--- config.mk ---
export PLATFORM = sky130hd
export DESIGN_NAME = uart_tx_serializer
export DESIGN_NICKNAME = d
export VERILOG_FILES = /design/src/rtl/uart_tx_serializer.sv
export SDC_FILE = /design/constraint.sdc
export NUM_CORES = 1
export LEC_CHECK = 0
export CORE_MARGIN = 5
export CORE_UTILIZATION = 55
export CTS_CLUSTER_SIZE = 12
export DETAILED_ROUTE_END_ITERATION = 16
export GPL_TIMING_DRIVEN = 0
export PLACE_DENSITY = 0.85
export SLEW_MARGIN = 20
export SYNTH_ARGS = -nofsm -noshare
export SYNTH_HDL_FRONTEND = slang
export SYNTH_SLANG_ARGS = --single-unit
--- constraint.sdc ---
create_clock -name clk -period 2.6 [get_ports clk]
set_input_delay 0.52 -clock clk [delete_from_list [all_inputs] [get_ports clk]]
set_output_delay 0.52 -clock clk [all_outputs]
set_load 0.01 [all_outputs]
--- src/rtl/uart_tx_serializer.sv ---
// UART transmit serializer.
// Pulls one character from an upstream FIFO with registered read data and shifts it out
// LSB first as start bit, data bits, optional parity bit and one or two stop bits.
// The serial line is driven from a register, so it never glitches and sits high while idle.
// Every serial bit lasts CLKS_PER_BIT clocks.

module uart_tx_serializer #(
  parameter int unsigned DATA_WIDTH   = 8,
  parameter int unsigned CLKS_PER_BIT = 16,
  parameter bit          PARITY_EN    = 1'b1,
  parameter bit          PARITY_ODD   = 1'b0,
  parameter int unsigned STOP_BITS    = 1
) (
  input  logic                  clk,
  input  logic                  reset,
  input  logic                  fifo_empty,
  input  logic [DATA_WIDTH-1:0] fifo_data,
  output logic                  fifo_rd_en,
  output logic                  tx,
  output logic                  busy
);

  // Counter widths. The bit counter also counts stop bits, which never exceed DATA_WIDTH.
  localparam int unsigned CntW = (CLKS_PER_BIT > 1) ? $clog2(CLKS_PER_BIT) : 1;
  localparam int unsigned BitW = $clog2(DATA_WIDTH + 1);

  localparam logic [CntW-1:0] CntLast  = CntW'(CLKS_PER_BIT - 1);
  localparam logic [BitW-1:0] DataLast = BitW'(DATA_WIDTH - 1);
  localparam logic [BitW-1:0] StopLast = BitW'(STOP_BITS - 1);

  // FSM encoding
  localparam logic [2:0] StIdle   = 3'd0;
  localparam logic [2:0] StReq    = 3'd1;
  localparam logic [2:0] StLoad   = 3'd2;
  localparam logic [2:0] StStart  = 3'd3;
  localparam logic [2:0] StData   = 3'd4;
  localparam logic [2:0] StParity = 3'd5;
  localparam logic [2:0] StStop   = 3'd6;

  logic [2:0]            state_q, state_d;
  logic [CntW-1:0]       cyc_q, cyc_d;
  logic [BitW-1:0]       bit_q, bit_d;
  logic [DATA_WIDTH-1:0] shift_q, shift_d;
  logic                  parity_q, parity_d;
  logic                  tx_q, tx_d;
  logic                  bit_end;
  logic                  timed_state;

  // Last clock of the current serial bit.
  assign bit_end = (cyc_q == CntLast);

  // States in which the line carries a serial bit and the cycle counter runs.
  assign timed_state = (state_q == StStart) || (state_q == StData) ||
                       (state_q == StParity) || (state_q == StStop);

  // Cycle counter: runs within a bit, restarts from zero on every bit boundary.
  always_comb begin
    cyc_d = cyc_q;
    if (state_q == StLoad) begin
      cyc_d = '0;
    end else if (timed_state) begin
      cyc_d = bit_end ? '0 : cyc_q + CntW'(1);
    end
  end

  // Next-state, bit counter, shift register and parity.
  always_comb begin
    state_d  = state_q;
    bit_d    = bit_q;
    shift_d  = shift_q;
    parity_d = parity_q;
    unique case (state_q)
      StIdle: begin
        if (!fifo_empty) begin
          state_d = StReq;
        end
      end
      StReq: begin
        // fifo_empty is not re-examined: the read has been issued.
        state_d = StLoad;
      end
      StLoad: begin
        // Read data is valid now, one cycle after the strobe.
        shift_d  = fifo_data;
        parity_d = (^fifo_data) ^ PARITY_ODD;
        bit_d    = '0;
        state_d  = StStart;
      end
      StStart: begin
        if (bit_end) begin
          state_d = StData;
        end
      end
      StData: begin
        if (bit_end) begin
          shift_d = shift_q >> 1;
          if (bit_q == DataLast) begin
            bit_d   = '0;
            state_d = PARITY_EN ? StParity : StStop;
          end else begin
            bit_d = bit_q + BitW'(1);
          end
        end
      end
      StParity: begin
        if (bit_end) begin
          bit_d   = '0;
          state_d = StStop;
        end
      end
      StStop: begin
        if (bit_end) begin
          if (bit_q == StopLast) begin
            bit_d   = '0;
            state_d = StIdle;
          end else begin
            bit_d = bit_q + BitW'(1);
          end
        end
      end
      default: begin
        state_d = StIdle;
      end
    endcase
  end

  // Line level for the state being entered, so tx is registered yet aligned with the state.
  always_comb begin
    tx_d = 1'b1;
    case (state_d)
      StStart:  tx_d = 1'b0;
      StData:   tx_d = shift_d[0];
      StParity: tx_d = parity_d;
      default:  tx_d = 1'b1;
    endcase
  end

  // State registers; reset aborts any frame and forces the line high immediately.
  always_ff @(posedge clk or posedge reset) begin
    if (reset) begin
      state_q  <= StIdle;
      cyc_q    <= '0;
      bit_q    <= '0;
      shift_q  <= '0;
      parity_q <= 1'b0;
      tx_q     <= 1'b1;
    end else begin
      state_q  <= state_d;
      cyc_q    <= cyc_d;
      bit_q    <= bit_d;
      shift_q  <= shift_d;
      parity_q <= parity_d;
      tx_q     <= tx_d;
    end
  end

  // Outputs decode the state register directly so reset clears them without a clock.
  assign fifo_rd_en = (state_q == StReq);
  assign busy       = (state_q != StIdle);
  assign tx         = tx_q;

  // Read strobe is a single-cycle pulse.
  a_rd_pulse: assert property (@(posedge clk) disable iff (reset) fifo_rd_en |=> !fifo_rd_en);

  // Line is high whenever the block is idle.
  a_idle_line: assert property (@(posedge clk) disable iff (reset) !busy |-> tx);

  // Cycle counter never passes the last clock of a bit.
  a_cyc_range: assert property (@(posedge clk) disable iff (reset) cyc_q <= CntLast);

endmodule

---- Yosys cells after proc, flatten, opt, wreduce, memory -nomap -nowiden ----
Index checks and enable logic that the tools add are counted.
storage, ports and cells
  register bits after elaboration ......... 21
  bits in latches ......................... 0
  bits in writable memories ............... 0
  memory bits (read-only) ................. 0
  output and inout port bits .............. 3
  memories ................................ 0
operators by class
  add/subtract/negate cells ............... 2
  $mul .................................... 0
  divide/modulo/power cells ............... 0
  $lt $le $gt $ge ......................... 0
  equality and inequality tests ........... 14
  shift-type cells ........................ 0
  mux-type cells .......................... 21
  bitwise logic cells ..................... 0
  reductions and logical operators ........ 12
operator list
  kind                   count
  $mux W4                8
  $mux W3                7
  $pmux W3 S7            1
  $pmux W4 S4            1
  $pmux W8 S2            1
  $eq A3 B3 Y1 const B   5
  $eq A3 B2 Y1 const B   3
  $add A4 B1 Y4 const B  2
  $mux W8                1
  $reduce_xor A8 Y1      1
  $ne A2 B2 Y1 const B   3
  $eq A4 B3 Y1 const B   1
  $eq A4 B4 Y1 const B   1
  $logic_not A4 Y1       1
  $reduce_and A4 Y1      1
  $reduce_bool A2 Y1     2
  $reduce_bool A4 Y1     1
  $eq A3 B1 Y1 const B   1
  $logic_not A3 Y1       1
  $logic_or A1 B1 Y1     3
  $pmux W1 S3            1
  $reduce_bool A3 Y1     1
  $reduce_and A2 Y1      1
  $mux W1                1

---- Longest topological paths before layout ----
Gate-level depths: netlist of run 1.
  depth after elaboration ................. 6
  mapped depth ............................ 7
  depth with buffers taken out ............ 7

---- Worst setup path before layout of run 1 ----
No wires, ideal clock.
  kind .................................... register to register
  from .................................... register cyc_q[0]
  to ...................................... register tx_q (netlist: tx)
  setup time .............................. 85 ps
  arrival ................................. 1,771 ps
  required time ........................... 2,515 ps
  slack ................................... 743 ps
  cell stages (with the launch flop) ...... 7
  path buffers ............................ 0
  period minus slack after synthesis ...... 1,857 ps
  path through ............................ dfrtp_1 > ha_1 > nand2_2 > o32a_4 > a221o_1 > nor4_1 > nor3_1
between the ends
  elaborated cells on any way between the ends .. 12
  those cells by class .................... 4 x eq/ne; 8 x mux
RTL lines
  what                    RTL line  source
  start, declared         41        logic [CntW-1:0] cyc_q, cyc_d;
  start signal, assigned  149       cyc_q <= cyc_d;
  $eq A4 B4 Y1            50        assign bit_end = (cyc_q == CntLast);
  $mux W8                 95        if (bit_end) begin
  $pmux W8 S2             72        unique case (state_q)
  net shift_d[0]          43        logic [DATA_WIDTH-1:0] shift_q, shift_d;
  $pmux W1 S3             130       case (state_d)
  net tx_d                45        logic tx_q, tx_d;
  end signal, assigned    153       tx_q <= tx_d;
  end, declared           45
The timed path passes the listed nets, and every way through them passes these cells. The select of a mux whose other input is x is not followed.
A chain may end at the register's enable or synchronous reset.

---- Final worst setup path of run 1 ----
  from .................................... register state_q[2]
  to ...................................... output fifo_rd_en
between the ends
  cells in the longest elaborated chain, start to end .. 1
RTL lines
  what                    RTL line  source
  start, declared         40        logic [2:0] state_q, state_d;
  start signal, assigned  141       state_q <= StIdle;
  start signal, assigned  148       state_q <= state_d;
  $eq A3 B1 Y1            158       assign fifo_rd_en = (state_q == StReq);
  end, declared           18        output logic fifo_rd_en,
No other way between the ends.

==> results of run 1 <==
[per-layer routing]
layer | wire length [um] | part of all wire (%) | global-route usage, % | up-vias
met5 | 0 | 0 | 0 | -
met4 | 114 | 4.0 | 11.26 | 0
met3 | 142 | 5.0 | 3.341 | 9
met2 | 1307 | 46 | 28.06 | 35
met1 | 1254 | 44 | 23.40 | 545
li1 | - | - | - | 545
[layout by cell type, fill, tap and decap left out, types with 5 or more instances in the layout]
master	count
nand2_1	21
dfrtp_1	20
clkdlybuf4s50_1	13
o21ai_0	9
a21oi_1	8
inv_1	7
xnor2_1	7
a22oi_1	6
nor2_1	5
nor3_1	5
[path summary, 6_finish.rpt]
| check | end | slack (ns) |
|---|---|---|
| min | shift_q[1] | 0.50 |
| min in group asynchronous | cyc_q[3] | 0.61 |
| max | fifo_rd_en | 0.1 |
| max in group asynchronous | bit_q[0] | 1.52 |
| min reg2reg | shift_q[1] | 0.50 |
| max reg2reg | tx | 0.52 |
[flip-flops by register name (all words and copies together), names as in the netlist]
signal / count
shift_q: 8
bit_q: 4
state_q: 3
tx: 1
cyc_q: 4
parity_q: 1
[stage by stage]
step / total power (uW) / hold slack, ns / worst slack [ns]
final: 569.4 / 0.4953 / 0.09924
after global routing: 596.4 / 0.5120 / 0.01025
after CTS: 575.6 / 0.4936 / 0.1327
after detailed placement: 414.0 / 0.4639 / 0.4939
after global placement: 411.8 / 0.4588 / 0.5421
after floorplan: 386.8 / 0.4456 / 0.7434
[area by class of cell]
| cell class | instances | area (um^2) |
|---|---|---|
| fillers | 190 | 752.0 |
| multi-input cells | 107 | 683.2 |
| flip-flops and latches | 21 | 526.8 |
| repair buffers | 13 | 130.1 |
| well taps | 28 | 35.03 |
| plain buffers | 6 | 31.28 |
| inverters | 7 | 26.28 |
| clock buffers | 3 | 22.52 |
| clock inverters | 1 | 5.005 |
[worst max-delay path, delay by kind of cell, from the launching register on]
family / cells / cell delay, ns
buffers and inverters: 3 / 1.00
and+or+nand+nor: 1 / 0.28
DFF: 1 / 0.39
[where the power goes]
group | switching (uW) | internal (uW)
logic | 27.1 | 35.5
clock network | 105 | 57.6
registers | 4.56 | 339
total | 137 | 433
[logic make-up after synthesis]
group | after synthesis | synth area share, %
buffers and inverters | 13 | 4.541
flip-flops | 21 | 41.56
XOR/XNOR | 7 | 4.837
AO/OA/AOI/OAI | 40 | 22.01
AND/OR/NAND/NOR | 56 | 23.30
multiplexers | 1 | 0.7898
adder cells (fa/ha/maj) | 3 | 2.962
==> summary.txt, run 1 <==
CTS
  – Latest clock arrival within the worst-skew pair: roughly 0.32 ns
  – CTS Buf Count: 3
  – Resized Gates After CTS: 0
  – Clock transition at path regs: 0.11 ns
  – CTS root buf: clkbuf_4
  – Hold_buf cts: 0
  – Clock Sinks: 21
  – CTS tree: done
  – Post-CTS setup buffer count: 0
  – Max Buffers Root-to-Sink: 2
  – Number of H-tree levels: 1

Global route
  – Largest net degree at the start of global routing: 22
  – Antenna violations before repair: 0
  – Gr ovfl total: 0
  – Number of global-route vias before repair: ~1100
  – GRT Resource Usage Total: a little under a fifth
  – First-pass GRT wire length: 4719 um

Run
  – Max Cap Viol: 0

Logic synthesis
  – Register area share after synthesis: about two fifths
  – Area share of the largest cell type after synthesis: 39.49%
  – Synth Instances: ~140
  – Mean Syn Cell Area: 8.989 um^2
  – Synth Register Bits: 21
  – Synth area leaders: dfrtp_1, nand2_1, xnor2_1
  – Async S/R FF share, synth: 100.0%
  – Main synth FF type: dfrtp_1
  – Synth area leader: dfrtp_1
  – Synth unique cells: 41
  – Most frequently used cell type in the post-synthesis netlist: nand2_1
  – EDFF count, synth: 0
  – Netlist Area Pre-Place: approximately 0.0013 mm^2
  – Syn nets: between 150 and 200
  – Total number of yosys warnings: 0
  – Synth cell count leaders: nand2_1, dfrtp_1, o21ai_0, a21oi_1

Critical path
  – CP max-delay cell: clkdlybuf4s50_1
  – Max incr delay on CP: just under 0.6 ns
  – Worst-path maximum fanout: 10
  – Kind of critical path: reg2out
  – Critical path, cell by cell: buf_2 > clkbuf_1 > nor3_1 > clkdlybuf4s50_1
  – Setup crit start kind: flip-flop
  – CP arrival: about 2.0 ns
  – Worst setup EP type: output pin
  – Worst reg2reg path depth: 6
  – CP Data Required Time: around 2.1 ns
  – FF-to-FF Start: cyc_q[0]
  – Setup crit start: state_q[2]

Worst hold path
  – Hold_sp: shift_q[1]
  – Worst min-delay path class: reg2reg
  – Hold depth: 2

Place
  – DP Cell Count: 182
  – GPL Wtd Cong: slightly above 0.9
  – PortBufs: 13
  – Post-place instance area: roughly 0.0014 mm^2
  – Post-DP HPWL: approximately 2100 um

STA
  – Hold Fails Final Rpt: 0
  – Setup violators final: 0
  – Fin. max-slew vios: 0
  – Worst slew margin: between 50% and 60%
  – Final setup TNS: 0 ns
  – Fin crit period: roughly 2.5 ns
  – Fmax: 0.3999 GHz
  – Period utilization: between 90% and 100%
  – Worst-Margin Slew: ~0.74 ns
  – RSZ-0062 raised after global routing: no
  – Clk_skew: approximately 0.0046 ns

Floorplan
  – Full die area: 0.003365 mm^2
  – Die Height: ~58 um
  – Die W: approximately 58 um
  – FP Rows: 17
  – # IOs: 14
  – Core area: roughly 0.0022 mm^2
  – Initial Util: a little under three fifths

Detailed routing
  – Vias after detailed routing: 1134
  – Residual DRC: 0
  – Final wirelength: approximately 2800 um
  – Post-route ant nets: 0
  – DRT Pass-1 Iters: 4
  – Drt initial violations: 48
  – Via density: between 6 and 7
  – Drt wl/cell: roughly 15 um

Finish
  – Post-route standard cell area excluding fillers: about 0.0015 mm^2
  – Share of layout cells above drive strength 1: 6.962%
  – Final Util: between 60% and 70%
  – Antenna diodes: 0
  – Post-route insts no fill: 186
  – Final nets: approximately 170
  – Synth-to-layout area growth: 15.20%

Power and ir drop
  – Max VDD drop: 0.0002894 V
  – Leak pwr: 0.0006145 uW
  – PwrDens: 389.9 mW/mm^2

Run status
  – Status: completed
No activity file was read; power rests on OpenSTA's default activity.
==> inputs of run 2 (changes only) <==
Settings changed: GPL_ROUTABILITY_DRIVEN from default to 0.
==> results of run 2 <==
The final DEF is identical to that of run 1; final timing and power are the same.
==> inputs of run 3 (changes only) <==
Settings changed: GPL_TIMING_DRIVEN 0 to default, PLACE_DENSITY 0.85 to 0.87.
==> summary.txt, run 3 (synthesis gave the netlist of run 1 again) <==
Run status
  – Status: completed

CTS
  – Clock Sinks: 21
  – Number of H-tree levels: 1
  – Max Buffers Root-to-Sink: 2
  – CTS Buf Count: 3
  – Hold_buf cts: 0
  – CTS root buf: clkbuf_4
  – Resized Gates After CTS: 0
  – Latest clock arrival within the worst-skew pair: around 0.30 ns
  – Clock transition at path regs: 0.12 ns
  – CTS tree: done
  – Post-CTS setup buffer count: 0

STA
  – Period utilization: between 90% and 100%
  – Fin. max-slew vios: 0
  – Worst slew margin: between 40% and 50%
  – Fmax: ~0.42 GHz
  – Fin crit period: ~2.4 ns
  – Hold Fails Final Rpt: 0
  – Setup violators final: 0
  – RSZ-0062 raised after global routing: no
  – Final setup TNS: 0 ns
  – Hold_ws: roughly 0.50 ns
  – Clk_skew: between 0.002 and 0.0025 ns
  – Worst-Margin Slew: a little under 0.8 ns

Global route
  – First-pass GRT wire length: 4643 um
  – Met1 Usage GRT: around 23%
  – GRT Resource Usage Total: between 15 and 20%
  – Layer with the highest usage: met2
  – Number of global-route vias before repair: about 1000
  – Met2 Use GR: 29.19%
  – Gr ovfl total: 0
  – Global-route met3 utilization: 3.118%
  – Antenna violations before repair: 0
  – Largest net degree at the start of global routing: 22

Critical path
  – RR Endpoint: tx
  – Worst-path maximum fanout: 16
  – CP Data Required Time: between 2 and 2.5 ns
  – CP arrival: 1.84 ns
  – Setup crit start kind: flip-flop
  – Kind of critical path: reg2out
  – R2r setup slk: ~0.46 ns
  – FF-to-FF Start: state_q[2]
  – Worst setup EP type: output pin
  – Worst reg2reg path depth: 5

Floorplan
  – Initial Util: 57.30%
  – FP Rows: 17
  – # IOs: 14
  – Die W: about 58 um
  – Core area: between 0.002 and 0.0025 mm^2
  – Die Height: roughly 58 um
  – Full die area: 0.003365 mm^2

Finish
  – Commonest non-fill, non-tap cell in the layout: nand2_1
  – Most frequent cells in the layout: nand2_1, dfrtp_1, clkdlybuf4s50_1
  – Register area: between 500 and 600 um^2
  – Antenna diodes: 0
  – Top reg by flops: shift_q
  – Max reg flops: 8
  – Synth-to-layout area growth: 13.23%
  – Post-route standard cell area excluding fillers: 0.001435 mm^2
  – Multi-input logic area: approximately 680 um^2
  – Top Registers: shift_q: 8 flops, bit_q: 4 flops, cyc_q: 4 flops
  – Final nets: ~170
  – Layout fillers: roughly 190
  – Post-route insts no fill: roughly 180
  – Share of layout cells above drive strength 1: between 5 and 6%

Place
  – PortBufs: 13
  – Post-place instance area: roughly 0.0014 mm^2
  – DP Cell Count: 177
  – Post-DP HPWL: approximately 2000 um

Worst hold path
  – Worst min-delay path class: reg2reg
  – Worst Hold Endpoint: shift_q[3]
  – Hold depth: 2
  – Hold_sp: shift_q[3]

Detailed routing
  – Drt wl/cell: roughly 15 um
  – Via density: 6.072
  – Vias after detailed routing: between 1000 and 1500
  – DRT Pass-1 Iters: 4
  – Final wirelength: 2734 um
  – Residual DRC: 0
  – Drt initial violations: just over 50
  – Post-route ant nets: 0

Run
  – Max Cap Viol: 0

Power and ir drop
  – PwrDens: about 400 mW/mm^2
  – Max VDD drop: roughly 0.00030 V
  – Leak pwr: about 0.0006 uW
[run 3: area by class of cell]
class / instances / share of cell area [%]
inverter: 7 / 1.831
clock buffer: 4 / 1.831
sequential: 21 / 36.70
multi-input combinational: 107 / 47.60
timing repair buffer: 14 / 9.590
tap: 28 / 2.441
[run 3: stage by stage]
| step | util, % | total power [uW] | worst slack (ns) |
|---|---|---|---|
| 6_report | 64.88 | 564.6 | 0.2403 |
| 5_1_grt | 64.88 | 593.6 | 0.1086 |
| 4_1_cts | 64.88 | 573.4 | 0.2458 |
| 3_5_place_dp | 63.69 | 416.7 | 0.5193 |
| 3_3_place_gp | 63.69 | 413.5 | 0.6027 |
| 2_1_floorplan | - | 386.8 | 0.7434 |
[run 3: worst max-delay path by stage]
stage / startpoint / end / slack [ns] / depth (start not counted)
finish: state_q[0] / fifo_rd_en / 0.24 / 3
global route: state_q[0] / fifo_rd_en / 0.11 / 3
CTS: state_q[0] / fifo_rd_en / 0.25 / 3
detailed placement: state_q[2] / tx / 0.52 / 5
global placement: state_q[2] / tx / 0.60 / 5
floorplan: cyc_q[0] / tx / 0.74 / 6
[run 3: worst max-delay path: stages, from the launching register on]
cell and delay, ns:
dfrtp_1 0.66, inv_1 0.16, nor3_1 0.16, clkdlybuf4s50_1 0.56
[run 3: power breakdown]
group / switching [uW] / internal, uW
Combinational: 28.4 / 35.5
Clock: 96.5 / 59.7
Sequential: 5.05 / 340
[run 3: metal layers]
layer	wire length, um	part of all wire [%]	vias up
li1	-	-	536
met1	1159	42	525
met2	1424	52	36
met3	132	4.8	2
met4	19	0.69	0
met5	0	0	-
